--- src/rtl/nap_countdown_timer_pkg.sv ---
// ---------------------------------------------------------------------------
// nap_timer_pkg
// Shared definitions for the nap countdown timer:
//   - state_t      : FSM encoding (IDLE, RUN, PAUSE, ALARM)
//   - digit limits : largest legal value of each BCD digit position
//   - digits_valid : range check applied to a time entered on the keypad
// ---------------------------------------------------------------------------
package nap_timer_pkg;

   localparam int DIGIT_W = 4;

   localparam logic [3:0] HOUR_TEN_MAX       = 4'd2;
   localparam logic [3:0] HOUR_ONE_MAX_AT_20 = 4'd3;
   localparam logic [3:0] TEN_MAX_MS         = 4'd5;
   localparam logic [3:0] ONE_MAX            = 4'd9;

   typedef enum logic [1:0] {
      IDLE  = 2'd0,
      RUN   = 2'd1,
      PAUSE = 2'd2,
      ALARM = 2'd3
   } state_t;

   // True when the six digits form a legal HH:MM:SS value (00:00:00..23:59:59).
   function automatic logic digits_valid(input logic [3:0] ht, input logic [3:0] ho,
                                         input logic [3:0] mt, input logic [3:0] mo,
                                         input logic [3:0] st, input logic [3:0] so);
      logic ok;
      ok = (ht <= HOUR_TEN_MAX) && (ho <= ONE_MAX) &&
           (mt <= TEN_MAX_MS)   && (mo <= ONE_MAX) &&
           (st <= TEN_MAX_MS)   && (so <= ONE_MAX);
      if ((ht == HOUR_TEN_MAX) && (ho > HOUR_ONE_MAX_AT_20))
         ok = 1'b0;
      return ok;
   endfunction

endpackage

--- src/rtl/nap_countdown_timer_if.sv ---
// ---------------------------------------------------------------------------
// nap_countdown_timer_if
// Bundles the timer's digit inputs, control pulses and status/digit outputs.
//   master : time-entry / control side (drives *_in and the pulses)
//   slave  : the timer itself (drives *_out, running, alarm, load_err)
// ---------------------------------------------------------------------------
interface nap_countdown_timer_if;
   import nap_timer_pkg::*;

   logic [DIGIT_W-1:0] hour_ten_in;
   logic [DIGIT_W-1:0] hour_one_in;
   logic [DIGIT_W-1:0] min_ten_in;
   logic [DIGIT_W-1:0] min_one_in;
   logic [DIGIT_W-1:0] sec_ten_in;
   logic [DIGIT_W-1:0] sec_one_in;
   logic               load;
   logic               start;
   logic               pause;
   logic               ack;

   logic [DIGIT_W-1:0] hour_ten_out;
   logic [DIGIT_W-1:0] hour_one_out;
   logic [DIGIT_W-1:0] min_ten_out;
   logic [DIGIT_W-1:0] min_one_out;
   logic [DIGIT_W-1:0] sec_ten_out;
   logic [DIGIT_W-1:0] sec_one_out;
   logic               running;
   logic               alarm;
   logic               load_err;

   modport master (
      output hour_ten_in, hour_one_in, min_ten_in, min_one_in, sec_ten_in, sec_one_in,
      output load, start, pause, ack,
      input  hour_ten_out, hour_one_out, min_ten_out, min_one_out, sec_ten_out, sec_one_out,
      input  running, alarm, load_err
   );

   modport slave (
      input  hour_ten_in, hour_one_in, min_ten_in, min_one_in, sec_ten_in, sec_one_in,
      input  load, start, pause, ack,
      output hour_ten_out, hour_one_out, min_ten_out, min_one_out, sec_ten_out, sec_one_out,
      output running, alarm, load_err
   );

endinterface

--- src/rtl/nap_countdown_timer_bcd_pair_dec.sv ---
// ---------------------------------------------------------------------------
// bcd_pair_dec
// One two-digit BCD down-counter (tens:ones) used for hours, minutes and
// seconds. Loadable; decrements by one when dec is high.
//   clk, rst          : clock, async active-high reset (clears to 00)
//   load              : capture din_ten/din_one
//   din_ten, din_one  : digits to load
//   dec               : decrement request (tick or borrow from lower pair)
//   ten_max           : value the tens digit wraps to when borrowing past 00
//   ten, one          : current digits
//   borrow_out        : this pair wraps on this decrement; feeds next pair
//   is_zero           : pair currently reads 00
// ---------------------------------------------------------------------------
module bcd_pair_dec
   import nap_timer_pkg::*;
(
   input  logic       clk,
   input  logic       rst,
   input  logic       load,
   input  logic [3:0] din_ten,
   input  logic [3:0] din_one,
   input  logic       dec,
   input  logic [3:0] ten_max,
   output logic [3:0] ten,
   output logic [3:0] one,
   output logic       borrow_out,
   output logic       is_zero
);

   assign is_zero    = (ten == 4'd0) && (one == 4'd0);
   assign borrow_out = dec && is_zero;

   // Ones digit underflows to 9 and pulls one from the tens digit; the tens
   // digit underflows to ten_max and the borrow escapes to the next pair.
   always_ff @(posedge clk or posedge rst) begin
      if (rst) begin
         ten <= 4'd0;
         one <= 4'd0;
      end else if (load) begin
         ten <= din_ten;
         one <= din_one;
      end else if (dec) begin
         if (one == 4'd0) begin
            one <= ONE_MAX;
            ten <= (ten == 4'd0) ? ten_max : ten - 4'd1;
         end else begin
            one <= one - 4'd1;
         end
      end
   end

endmodule

--- src/rtl/nap_countdown_timer.sv ---
// ---------------------------------------------------------------------------
// nap_countdown_timer
// Loads a validated HH:MM:SS value from the keypad stage and counts it down
// once per second, raising a sticky alarm at 00:00:00 until acknowledged.
//   clk      : system clock
//   rst      : asynchronous active-high reset
//   bus      : nap_countdown_timer_if.slave
//              in : six BCD digits, load/start/pause/ack pulses
//              out: six BCD digits of remaining time, running, alarm,
//                   load_err (one-cycle pulse on a rejected load)
// Parameters:
//   TICK_DIV : clk cycles per one-second tick (>= 2)
//   CNT_W    : prescaler width, 2**CNT_W >= TICK_DIV
// ---------------------------------------------------------------------------
module nap_countdown_timer
   import nap_timer_pkg::*;
#(
   parameter int TICK_DIV = 1000,
   parameter int CNT_W    = 10
) (
   input  logic                  clk,
   input  logic                  rst,
   nap_countdown_timer_if.slave  bus
);

   localparam logic [CNT_W-1:0] TICK_LAST = CNT_W'(TICK_DIV - 1);

   state_t           state;
   state_t           next_state;
   logic [CNT_W-1:0] prescaler;
   logic             tick;
   logic             load_en;
   logic             clear_pre;
   logic             err_next;
   logic             load_err_q;
   logic             load_valid;

   logic       sec_borrow, min_borrow, hour_borrow;
   logic       sec_zero, min_zero, hour_zero;
   logic       count_zero;
   logic       count_one;

   assign load_valid = digits_valid(bus.hour_ten_in, bus.hour_one_in,
                                    bus.min_ten_in,  bus.min_one_in,
                                    bus.sec_ten_in,  bus.sec_one_in);

   assign tick       = (state == RUN) && (prescaler == TICK_LAST);
   assign count_zero = hour_zero && min_zero && sec_zero;
   // 00:00:01 is the value whose next tick lands on zero.
   assign count_one  = hour_zero && min_zero &&
                       (bus.sec_ten_out == 4'd0) && (bus.sec_one_out == 4'd1);

   // Seconds decrement on the tick; each higher pair on the borrow below it.
   bcd_pair_dec u_sec (
      .clk        (clk),
      .rst        (rst),
      .load       (load_en),
      .din_ten    (bus.sec_ten_in),
      .din_one    (bus.sec_one_in),
      .dec        (tick),
      .ten_max    (TEN_MAX_MS),
      .ten        (bus.sec_ten_out),
      .one        (bus.sec_one_out),
      .borrow_out (sec_borrow),
      .is_zero    (sec_zero)
   );

   bcd_pair_dec u_min (
      .clk        (clk),
      .rst        (rst),
      .load       (load_en),
      .din_ten    (bus.min_ten_in),
      .din_one    (bus.min_one_in),
      .dec        (sec_borrow),
      .ten_max    (TEN_MAX_MS),
      .ten        (bus.min_ten_out),
      .one        (bus.min_one_out),
      .borrow_out (min_borrow),
      .is_zero    (min_zero)
   );

   // Hours never borrow past 00 because the count stops at zero, so the
   // top-level borrow is left dangling.
   bcd_pair_dec u_hour (
      .clk        (clk),
      .rst        (rst),
      .load       (load_en),
      .din_ten    (bus.hour_ten_in),
      .din_one    (bus.hour_one_in),
      .dec        (min_borrow),
      .ten_max    (HOUR_TEN_MAX),
      .ten        (bus.hour_ten_out),
      .one        (bus.hour_one_out),
      .borrow_out (hour_borrow),
      .is_zero    (hour_zero)
   );

   // State register.
   always_ff @(posedge clk or posedge rst) begin
      if (rst)
         state <= IDLE;
      else
         state <= next_state;
   end

   // Next-state logic. Pulses are resolved in the order ack > load > pause >
   // start; the highest-priority pulse present consumes the cycle. Reaching
   // zero on a tick overrides any pulse seen in RUN.
   always_comb begin
      next_state = state;
      load_en    = 1'b0;
      clear_pre  = 1'b0;
      err_next   = 1'b0;
      case (state)
         IDLE: begin
            if (bus.ack) begin
            end else if (bus.load) begin
               if (load_valid)
                  load_en = 1'b1;
               else
                  err_next = 1'b1;
            end else if (bus.pause) begin
            end else if (bus.start && !count_zero) begin
               next_state = RUN;
               clear_pre  = 1'b1;
            end
         end
         RUN: begin
            if (tick && count_one)
               next_state = ALARM;
            else if (bus.ack) begin
            end else if (bus.load)
               err_next = 1'b1;
            else if (bus.pause)
               next_state = PAUSE;
         end
         PAUSE: begin
            if (bus.ack) begin
            end else if (bus.load)
               err_next = 1'b1;
            else if (bus.pause) begin
            end else if (bus.start)
               next_state = RUN;
         end
         ALARM: begin
            if (bus.ack)
               next_state = IDLE;
            else if (bus.load)
               err_next = 1'b1;
         end
         default: next_state = IDLE;
      endcase
   end

   // Prescaler advances on every RUN cycle, including the cycle a pause is
   // accepted, and is held in PAUSE so a resume finishes the partial second.
   always_ff @(posedge clk or posedge rst) begin
      if (rst)
         prescaler <= '0;
      else if (clear_pre)
         prescaler <= '0;
      else if (state == RUN)
         prescaler <= tick ? '0 : prescaler + CNT_W'(1);
   end

   // Rejected-load flag is registered so it appears as a clean one-cycle pulse.
   always_ff @(posedge clk or posedge rst) begin
      if (rst)
         load_err_q <= 1'b0;
      else
         load_err_q <= err_next;
   end

   assign bus.running  = (state == RUN);
   assign bus.alarm    = (state == ALARM);
   assign bus.load_err = load_err_q;

endmodule
--- src/flat_wrapper.sv ---
// flat-port wrapper written by rule: the top's interface ports become plain ports
module nap_countdown_timer_flat import nap_timer_pkg::*;
#(
   parameter int TICK_DIV = 1000,
   parameter int CNT_W    = 10
)
  (clk, rst, bus_hour_ten_in, bus_hour_one_in, bus_min_ten_in, bus_min_one_in, bus_sec_ten_in, bus_sec_one_in, bus_load, bus_start, bus_pause, bus_ack, bus_hour_ten_out, bus_hour_one_out, bus_min_ten_out, bus_min_one_out, bus_sec_ten_out, bus_sec_one_out, bus_running, bus_alarm, bus_load_err);
  nap_countdown_timer_if bus_i ();
  input  logic clk;
  input  logic rst;
  input wire logic [$bits(bus_i.hour_ten_in)-1:0] bus_hour_ten_in;
  input wire logic [$bits(bus_i.hour_one_in)-1:0] bus_hour_one_in;
  input wire logic [$bits(bus_i.min_ten_in)-1:0] bus_min_ten_in;
  input wire logic [$bits(bus_i.min_one_in)-1:0] bus_min_one_in;
  input wire logic [$bits(bus_i.sec_ten_in)-1:0] bus_sec_ten_in;
  input wire logic [$bits(bus_i.sec_one_in)-1:0] bus_sec_one_in;
  input wire logic [$bits(bus_i.load)-1:0] bus_load;
  input wire logic [$bits(bus_i.start)-1:0] bus_start;
  input wire logic [$bits(bus_i.pause)-1:0] bus_pause;
  input wire logic [$bits(bus_i.ack)-1:0] bus_ack;
  output wire logic [$bits(bus_i.hour_ten_out)-1:0] bus_hour_ten_out;
  output wire logic [$bits(bus_i.hour_one_out)-1:0] bus_hour_one_out;
  output wire logic [$bits(bus_i.min_ten_out)-1:0] bus_min_ten_out;
  output wire logic [$bits(bus_i.min_one_out)-1:0] bus_min_one_out;
  output wire logic [$bits(bus_i.sec_ten_out)-1:0] bus_sec_ten_out;
  output wire logic [$bits(bus_i.sec_one_out)-1:0] bus_sec_one_out;
  output wire logic [$bits(bus_i.running)-1:0] bus_running;
  output wire logic [$bits(bus_i.alarm)-1:0] bus_alarm;
  output wire logic [$bits(bus_i.load_err)-1:0] bus_load_err;
  assign bus_i.hour_ten_in = bus_hour_ten_in;
  assign bus_i.hour_one_in = bus_hour_one_in;
  assign bus_i.min_ten_in = bus_min_ten_in;
  assign bus_i.min_one_in = bus_min_one_in;
  assign bus_i.sec_ten_in = bus_sec_ten_in;
  assign bus_i.sec_one_in = bus_sec_one_in;
  assign bus_i.load = bus_load;
  assign bus_i.start = bus_start;
  assign bus_i.pause = bus_pause;
  assign bus_i.ack = bus_ack;
  assign bus_hour_ten_out = bus_i.hour_ten_out;
  assign bus_hour_one_out = bus_i.hour_one_out;
  assign bus_min_ten_out = bus_i.min_ten_out;
  assign bus_min_one_out = bus_i.min_one_out;
  assign bus_sec_ten_out = bus_i.sec_ten_out;
  assign bus_sec_one_out = bus_i.sec_one_out;
  assign bus_running = bus_i.running;
  assign bus_alarm = bus_i.alarm;
  assign bus_load_err = bus_i.load_err;
  nap_countdown_timer #(.TICK_DIV(TICK_DIV), .CNT_W(CNT_W)) u_core (.clk(clk), .rst(rst), .bus(bus_i));
endmodule
--- config.mk ---
export PLATFORM = sky130hd
export DESIGN_NAME = nap_countdown_timer_flat
export DESIGN_NICKNAME = d
export VERILOG_FILES = /design/src/rtl/nap_countdown_timer_pkg.sv /design/src/rtl/nap_countdown_timer_if.sv /design/src/rtl/nap_countdown_timer_bcd_pair_dec.sv /design/src/rtl/nap_countdown_timer.sv /design/src/flat_wrapper.sv
export SDC_FILE = /design/constraint.sdc
export NUM_CORES = 1
export LEC_CHECK = 0
export ABC_CLOCK_PERIOD_IN_PS = 2700
export BUFFER_PORTS_ARGS = -buffer_cell sky130_fd_sc_hd__buf_4
export CORE_MARGIN = 3
export CORE_UTILIZATION = 53
export CTS_CLUSTER_SIZE = 40
export DETAILED_ROUTE_END_ITERATION = 8
export GPL_ROUTABILITY_DRIVEN = 0
export PLACE_DENSITY = 0.8
export SYNTH_ARGS = -nofsm -noshare
export SYNTH_HDL_FRONTEND = slang
export SYNTH_SLANG_ARGS = --single-unit
--- constraint.sdc ---
create_clock -name clk -period 2.7 [get_ports clk]
set_input_delay 0.27 -clock clk [delete_from_list [all_inputs] [get_ports clk]]
set_output_delay 0.27 -clock clk [all_outputs]
set_load 0.005 [all_outputs]
==> impl_metrics.ini <==
[setup_path]
path_delay_family = simple AND/OR/NAND/NOR gates
crit_fanout = 7
path_buf_inv = 0
crit_type = flop to flop
worstSetupEndpointType = flop
max_stage_delay_ns = 0.60
cp.arrival_ns = 2.78
crit_slowest_cell = or4_4
cp.required_ns = 2.91
startpoint = u_core.u_sec.one[2]
worstReg2RegStart = u_core.u_sec.one[2]
path_cells = or4_4 -> nor4_4 -> nand3_1 -> or4_1 -> a31oi_1
r2r_slack_ns = 0.13
cp-endpoint = u_core.u_hour.one[2]
cp.depth = 5
critPathLaunchType = flop
crit-reg2reg-capture = u_core.u_hour.one[2]
r2r_cells = 5

[sta]
skew_ns = 0.00578
fin_crit_sh_pct = 95.2
hold_viol = 0
rsz0062_at_grt = no
finalSetupTns_ns = 0
drv_slew = 0
worst_slack_ns = 0.130
layout_min_cycle_time_ns = 2.57
tightest_slew_ns = 0.614
clock.fmax_mhz = 389
max_slew_margin_pct = 58.9
setup_viol = 0

[final_layout]
final_layout_size_suffix_gt1_share_pct = 23.8
diodes = 0
syn_to_final_growth_pct = 27.2
nNetsFinal = 336

[clocking]
numCtsBuffers = 5
cts_setup_buffers = 0
clock_latency_ns = 0.29
cts_tree = done
clkSinkCount = 37
clk_path_buf_depth = 2
postCtsHoldBufs = 0
cts_root_buf = clkbuf_8
clk_pin_slew_ns = 0.07
htree_num_levels = 2
ctsResizeCount = 0

[power_and_ir_drop]
combPwrFrac_pct = 26.1
p_sw_uw = 539
peakVddDrop_v = 0.000313
p_total_mw = 1.58
p_int_mw = 1.04
leakage_nw = 1.12
p_per_area_nw_per_um2 = 573
seqPwrFrac_pct = 48.9
switching_share_pct = 34.1
clockPowerShare_pct = 25.0

[routing]
drc = 0
ant_nets = 0
routed_wl_um = 5550
routed_via_density = 5.97
wire_per_inst_um = 15.8
drt-initial-drc-count = 136
drt-pass1-iter-count = 4
vias = 2095

[floorplanning]
die_x_um = 70.0
start_util_pct = 57.1
core_area_um2 = 3800
die_height_um = 70.0
num_io_pins = 57
rows = 22
dieArea_um2 = 4900

[synth]
netlist_instances = 240
synth_top_area_share_pct = 42.7
synthArstFlopShare_pct = 100
synth-seq-cells = 37
synth_cell_type_count = 47
synth_edf_count = 0
seq_area_frac_synth_pct = 42.7
yosys_warnings = 0
synth.cell_area_um2 = 2170
synth_top_area_cell = dfrtp_1
synthFlopType = dfrtp_1
synth_area_leaders = dfrtp_1 (43%), o21ai_0 (6.2%), nand2_1 (4.3%)
postSynthNetCount = 273
avgSynthCellArea_um2 = 9.04

[status]
status = completed

[placed_design]
dp_slack_ns = 0.200
dp_hpwl_um = 4090
port-buffer-count = 56

[global_route]
grt_pass1_wl_um = 9260
grt_max_degree = 38
antenna_found_initial = 0
track_usage_pct = 23.4
grt_pass1_vias = 1940
grt_overflow = 0

[min_path]
min_path_type = input port to async pin

[run]
maxCapViolations = 0
## Yosys cell counts (all sizes together), types with 2 or more instances
master,n
dfrtp,37
o21ai,30
nand2,25
a21oi,16
nor2,15
inv,11
or4,8
a31oi,7
nor2b,6
nor3b,6
or3,6
xor2,6
and3,5
nand3,5
nand4,5
nor3,5
clkbuf,4
mux2i,4
nor4,4
o21a,4
ha,3
nand4b,3
nor4b,3
xnor2,3
and4,2
nand3b,2
## cell usage in the layout, fill, tap and decap left out, types with 2 or more instances in the layout
master / instances
buf_4: 60
dfrtp_1: 37
o21ai_0: 27
nand2_1: 25
a21oi_1: 16
nor2_1: 15
inv_1: 11
or4_1: 7
a31oi_1: 7
or3_1: 6
nor3b_1: 6
xor2_1: 6
nor2b_1: 6
clkbuf_8: 6
nand3_1: 5
and3_1: 5
nand4_1: 4
mux2i_1: 4
nor3_1: 4
o21a_1: 4
nor4_1: 3
nand4b_1: 3
o21ai_1: 3
xnor2_1: 3
ha_1: 3
nand3b_1: 2
nor4b_1: 2
and4_1: 2
## layout make-up
cell class / instances / area, um2
Tap cell: 48 / 60.1
Clock buffer: 7 / 86.3
Sequential cell: 37 / 926
Fill cell: 318 / 1040
Inverter: 11 / 41.3
Multi-Input combinational cell: 188 / 1200
Timing Repair Buffer: 60 / 450
## power groups by stage
stage	clock network [mW]	registers (mW)	logic, mW
3_5_place_dp	0	0.780	0.414
3_3_place_gp	0	0.776	0.400
4_1_cts	0.400	0.770	0.415
6_report	0.395	0.773	0.412
2_1_floorplan	0	0.745	0.275
5_1_grt	0.419	0.790	0.468
## how the worst min path moves through the flow
| stage | from | end | slack, ns | cells past startpoint |
|---|---|---|---|---|
| 2_1_floorplan | bus_sec_one_in[3] | u_core.u_sec.one[3] | 0.39 | 1 |
| 3_3_place_gp | rst | u_core.u_hour.ten[3] | 0.42 | 3 |
| 3_5_place_dp | rst | u_core.u_hour.ten[3] | 0.43 | 3 |
| 4_1_cts | rst | u_core.u_hour.ten[0] | 0.11 | 3 |
| 5_1_grt | rst | u_core.u_hour.ten[0] | 0.15 | 3 |
| 6_report | rst | u_core.u_hour.ten[3] | 0.09 | 3 |
## stage by stage
step           cell area [um2]  utilization (%)  hold slack, ns  instances
6_report                  2760             72.7          0.0930        351
5_1_grt                   2760             72.7           0.155        351
4_1_cts                   2760             72.7           0.107        351
3_5_place_dp              2670             70.4           0.425        344
3_3_place_gp              2670             70.4           0.420        344
2_1_floorplan             2170                -           0.387        240
## worst min-delay path, stage by stage
cell   delay, ns
buf_4       0.11
inv_1       0.04
buf_4       0.41
## cell families (layout without fill, tap and decap cells)
group / Yosys count / after routing / synth area share (%)
multiplexers: 5 / 5 / 2.36
XOR/XNOR: 9 / 9 / 3.63
AO/OA/AOI/OAI: 67 / 67 / 17.8
buffers and inverters: 15 / 78 / 2.59
flip-flops: 37 / 37 / 42.7
AND/OR/NAND/NOR: 104 / 104 / 29.2
adder cells (fa/ha/maj): 3 / 3 / 1.73
## flip-flops by register name, indices dropped and copies added, names as in the netlist
name	cells
u_core.u_hour.ten	4
u_core.u_min.one	4
u_core.u_min.ten	4
u_core.bus.load_err	1
u_core.u_sec.one	4
u_core.u_hour.one	4
u_core.u_sec.ten	4
u_core.prescaler	10
u_core.state	2
## per-layer routing
metal	part of all wire (%)	vias up	track usage, %
met2	48	64	36.6
met1	44	998	31.5
met4	2.5	0	10.2
li1	-	1021	-
met5	0	-	0
met3	6.0	12	4.46
Note: power is estimated with default switching activity, not from simulation.
